File: src/rtl/dmem_arbiter.sv
// Two-requester round-robin arbiter in front of a single-ported data memory.
// Latency: grant is combinational in the request cycle; response is one cycle after grant.
// Backpressure: a requester holds its request until it sees gnt; one access in flight, so grants are at least two cycles apart.
module dmem_arbiter #(
  parameter int unsigned MEM_WORDS = 32
) (
  input  logic        clk_i,
  input  logic        reset_i,

  input  logic        m0_req_i,
  input  logic        m0_we_i,
  input  logic [1:0]  m0_size_i,
  input  logic [31:0] m0_addr_i,
  input  logic [31:0] m0_wdata_i,
  output logic        m0_gnt_o,
  output logic        m0_rvalid_o,
  output logic [31:0] m0_rdata_o,
  output logic        m0_err_o,

  input  logic        m1_req_i,
  input  logic        m1_we_i,
  input  logic [1:0]  m1_size_i,
  input  logic [31:0] m1_addr_i,
  input  logic [31:0] m1_wdata_i,
  output logic        m1_gnt_o,
  output logic        m1_rvalid_o,
  output logic [31:0] m1_rdata_o,
  output logic        m1_err_o,

  output logic        mem_write_o,
  output logic [1:0]  mem_size_o,
  output logic [31:0] mem_addr_o,
  output logic [31:0] mem_wdata_o,
  input  logic [31:0] mem_rdata_i
);

  // One request as presented by a requester.
  typedef struct packed {
    logic        we;
    logic [1:0]  size;
    logic [31:0] addr;
    logic [31:0] wdata;
  } req_t;

  typedef enum logic {
    IDLE = 1'b0,
    RESP = 1'b1
  } state_e;

  localparam logic [1:0] SIZE_WORD = 2'b10;
  localparam logic [1:0] SIZE_BAD  = 2'b11;

  state_e state_q, state_d;
  logic   prio_q,  prio_d;   // requester that wins a tie
  logic   owner_q, owner_d;  // requester waiting for the response
  logic   we_q,    we_d;     // owner's access was a write
  logic   err_q,   err_d;    // owner's access was rejected

  req_t   m0_req, m1_req, win_req;
  logic   win_sel;
  logic   win_err;
  logic   grant_vld;

  assign m0_req = '{we: m0_we_i, size: m0_size_i, addr: m0_addr_i, wdata: m0_wdata_i};
  assign m1_req = '{we: m1_we_i, size: m1_size_i, addr: m1_addr_i, wdata: m1_wdata_i};

  // Pick the winner: the priority pointer breaks ties, a lone requester always wins.
  always_comb begin
    win_sel = 1'b0;
    if (m0_req_i && m1_req_i) begin
      win_sel = prio_q;
    end else if (m1_req_i) begin
      win_sel = 1'b1;
    end
    win_req   = win_sel ? m1_req : m0_req;
    win_err   = (win_req.addr >= 32'(MEM_WORDS)) || (win_req.size == SIZE_BAD);
    // No grant while in reset, so the outputs stay quiet for the whole reset pulse.
    grant_vld = !reset_i && (state_q == IDLE) && (m0_req_i || m1_req_i);
  end

  // Next state, grant strobes and the memory-side command.
  always_comb begin
    state_d     = state_q;
    prio_d      = prio_q;
    owner_d     = owner_q;
    we_d        = we_q;
    err_d       = err_q;
    m0_gnt_o    = 1'b0;
    m1_gnt_o    = 1'b0;
    mem_write_o = 1'b0;
    mem_size_o  = SIZE_WORD;
    mem_addr_o  = 32'h0;
    mem_wdata_o = 32'h0;

    unique case (state_q)
      IDLE: begin
        if (grant_vld) begin
          m0_gnt_o    = !win_sel;
          m1_gnt_o    = win_sel;
          // A rejected access must never disturb memory contents.
          mem_write_o = win_req.we && !win_err;
          mem_size_o  = win_req.size;
          mem_addr_o  = win_req.addr;
          mem_wdata_o = win_req.wdata;
          prio_d      = !win_sel;
          owner_d     = win_sel;
          we_d        = win_req.we;
          err_d       = win_err;
          state_d     = RESP;
        end
      end
      RESP: begin
        // Requests are ignored here; the owner is answered and we go back.
        state_d = IDLE;
      end
      default: begin
        state_d = IDLE;
      end
    endcase
  end

  // Response to the owner only; the other port stays at zero.
  always_comb begin
    logic        resp_vld;
    logic [31:0] resp_dat;
    resp_vld    = (state_q == RESP);
    resp_dat    = (we_q || err_q) ? 32'h0 : mem_rdata_i;

    m0_rvalid_o = resp_vld && !owner_q;
    m0_rdata_o  = m0_rvalid_o ? resp_dat : 32'h0;
    m0_err_o    = m0_rvalid_o && err_q;

    m1_rvalid_o = resp_vld && owner_q;
    m1_rdata_o  = m1_rvalid_o ? resp_dat : 32'h0;
    m1_err_o    = m1_rvalid_o && err_q;
  end

  // State registers; reset drops any pending response and points priority at requester 0.
  always_ff @(posedge clk_i or posedge reset_i) begin
    if (reset_i) begin
      state_q <= IDLE;
      prio_q  <= 1'b0;
      owner_q <= 1'b0;
      we_q    <= 1'b0;
      err_q   <= 1'b0;
    end else begin
      state_q <= state_d;
      prio_q  <= prio_d;
      owner_q <= owner_d;
      we_q    <= we_d;
      err_q   <= err_d;
    end
  end

endmodule

File: config.mk
export PLATFORM = sky130hd
export DESIGN_NAME = dmem_arbiter
export DESIGN_NICKNAME = d
export VERILOG_FILES = /design/src/rtl/dmem_arbiter.sv
export SDC_FILE = /design/constraint.sdc
export NUM_CORES = 1
export LEC_CHECK = 0
export ABC_CLOCK_PERIOD_IN_PS = 2060
export BUFFER_PORTS_ARGS = -buffer_cell sky130_fd_sc_hd__buf_2
export CAP_MARGIN = 20
export CORE_AREA = 5 5 117 119
export DETAILED_ROUTE_END_ITERATION = 7
export DIE_AREA = 0 0 122 124
export PLACE_DENSITY = 0.52
export SYNTH_ARGS = -nofsm -noshare
export SYNTH_HDL_FRONTEND = slang
export SYNTH_SLANG_ARGS = --single-unit
File: constraint.sdc
create_clock -name clk_i -period 2.06 [get_ports clk_i]
set_clock_uncertainty 0.1 [all_clocks]
set_input_delay 0.412 -clock clk_i [delete_from_list [all_inputs] [get_ports clk_i]]
set_output_delay 0.412 -clock clk_i [all_outputs]
set_load 0.005 [all_outputs]
==> impl_metrics.tcl <==
set metrics [dict create \
    rsz0062_at_grt "yes" \
    overflow 0 \
    final_cells 860 \
    root_buffer "clkbuf_16" \
    worst_slew_pin_slew_ps 381 \
    synth_edf_count 0 \
    multi_input_area_mm2 0.00186 \
    path_max_fanout 16 \
    place_ws_ps -119 \
    holdWs_ps 498 \
    yosys.area.top_type "nand2_1" \
    final_util_pct 38.4 \
    worstPathRequired_ps 1550 \
    finalSetupViolCount 44 \
    routed_via_density 4.28 \
    cts_buffer_depth 2 \
    areaGrowthSynthToFinish_pct 167 \
    syn_inst 344 \
    max_cap_viol_count 0 \
    grt_pass1_wl_um 16400 \
    period_share_pct 103 \
    wl_per_cell_um 15.1 \
    grt_max_degree 33 \
    crit_type "register to output pin" \
    tns_ps -1430 \
    setup_ws_ps -62.6 \
    ys.flop_type "dfrtp_1" \
    p_per_area_mw_per_mm2 280 \
    regArea_um2 125 \
    fin_crit_ps 2120 \
    hold_class "register to register" \
    nets 859 \
    yosysUniqueCellTypes 24 \
    diodes 0 \
    synth_top_area_share_pct 28.3 \
    antenna_found_initial 0 \
    max_freq_mhz 471 \
    violations "negative setup slack" \
    dr.pass1.iters 4 \
    syn_nets 514 \
    drc 0 \
    place_area_mm2 0.00381 \
    timing.slew.headroom_pct 74.6 \
    total_power_mw 1.34 \
    status "finished with violations" \
    ios 307 \
    cts.sinks 5 \
    vias 3679 \
    clk_pin_slew_ps 30 \
    crit_path_end_kind "output pin" \
    leakage_nw 2.69 \
    synth-seq-area-share_pct 6.98 \
    critical-path-max-stage-delay_ps 370 \
    grt_pass1_vias 3448 \
    synthArstFlopShare_pct 100 \
    rows 41 \
    crit_slowest_cell "dfrtp_1" \
    htree_levels 1 \
    ys_warn_count 0 \
    cts_buffers 3 \
    grt.total_usage_pct 13.3 \
    port_buffers 306 \
    final_hold_viol_count 0 \
    fin_area_mm2 0.00479 \
    startpoint_type "register" \
    core_mm2 0.0125 \
    num-fill-cells 1340 \
    place.gp.congestion 0.836 \
    critical_path.cell_chain "and2_4, nor3b_4, clkbuf_16, and2_1, buf_2" \
    crit_arrival_ps 1610 \
    final_layout_size_suffix_gt1_share_pct 67.9 \
    drt.antenna.violating_nets 0 \
    ys_ff_latch 5 \
    fp.dieW_um 122 \
    dieArea_mm2 0.0151 \
    drt-initial-drc-count 94 \
    maxSlewViolCount 0 \
    peakVddDrop_uv 193 \
    dp_cells 834 \
    final_common_cell "buf_2" \
    synth_area_leaders "nand2_1, and2_1, a21oi_1" \
    dp_hpwl_um 10100 \
    initial_core_util_pct 14.4 \
    die_h_um 124 \
    clk_latency_ps 230 \
    netlist_area_mm2 0.00179 \
    finalWirelength_um 13000 \
    postSynthAreaPerCell_um2 5.21 \
    cts_tree "yes" \
    layout_common_cells "buf_2, nand2_1, and2_1" \
]
## metal layers
| metal | share of wire (%) | global-route usage, % | wire (um) |
|---|---|---|---|
| met2 | 54 | 26.6 | 6970 |
| met5 | 0 | 0 | 0 |
| met1 | 35 | 13.5 | 4550 |
| met3 | 9.7 | 3.59 | 1270 |
| met4 | 1.8 | 3.57 | 229 |
## path summary, 6_finish.rpt
kind	start	end	slack, ps	depth (start not counted)
max in group asynchronous	reset_i	we_q$_DFFE_PP0P_	1120	3
min in group asynchronous	reset_i	owner_q$_DFFE_PP0P_	560	3
setup reg to reg	prio_q$_DFFE_PP0P_	err_q$_DFFE_PP0P_	490	7
hold / removal	owner_q$_DFFE_PP0P_	owner_q$_DFFE_PP0P_	500	2
hold reg to reg	owner_q$_DFFE_PP0P_	owner_q$_DFFE_PP0P_	500	2
setup / recovery	state_q$_DFF_PP0_	m1_rdata_o[27]	-60	5
## worst max-delay path: cells and delay by family (launching register included)
family	cells	cell delay, ps
and+or+nand+nor	3	650
buffers and inverters	2	360
DFF	1	370
## timing repair
action,in CTS,in global routing
hold buffers,1,0
resized for setup,25,133
gates cloned,1,8
pin swaps,5,53
setup buffers,5,8
setup endpoints to repair,53,102
hold endpoints to repair,3,0
## synthesized netlist by cell type, types with 2 or more instances
cell	n
nor3_1	2
nor3b_2	2
inv_1	3
and2_1	67
clkbuf_1	12
nand2_1	135
a21oi_1	68
nand4_1	4
buf_4	5
a211oi_1	3
nor4_1	10
buf_2	11
dfrtp_1	5
nor2_1	6
o21ai_0	2
## report_power, final
part | internal [mW] | leakage, nW | switching [mW]
clock | 0.256 | 0.0382 | 0.0620
sequential | 0.111 | 0.0571 | 0.0150
combinational | 0.471 | 2.59 | 0.428
total | 0.838 | 2.69 | 0.505
## cell type report
cell class / count / area share, %
timing repair buffer: 368 / 52.1
inverter: 4 / 0.313
clock buffer: 4 / 1.64
tap: 172 / 4.49
multi-input combinational: 307 / 38.9
sequential: 5 / 2.61
## state kept, by name (all words and copies together) (netlist names)
register and count:
err_q 1, owner_q 1, prio_q 1, state_q 1
we_q 1
## cells by family after synthesis
family / after synthesis / share of synthesized area [%]
AOI/OAI and AO/OA: 77 / 23.1
buffers and inverters: 32 / 8.52
DFF: 5 / 6.98
muxes: 1 / 0.559
and+or+nand+nor: 229 / 60.8
Note: power is estimated with default switching activity, not from simulation.
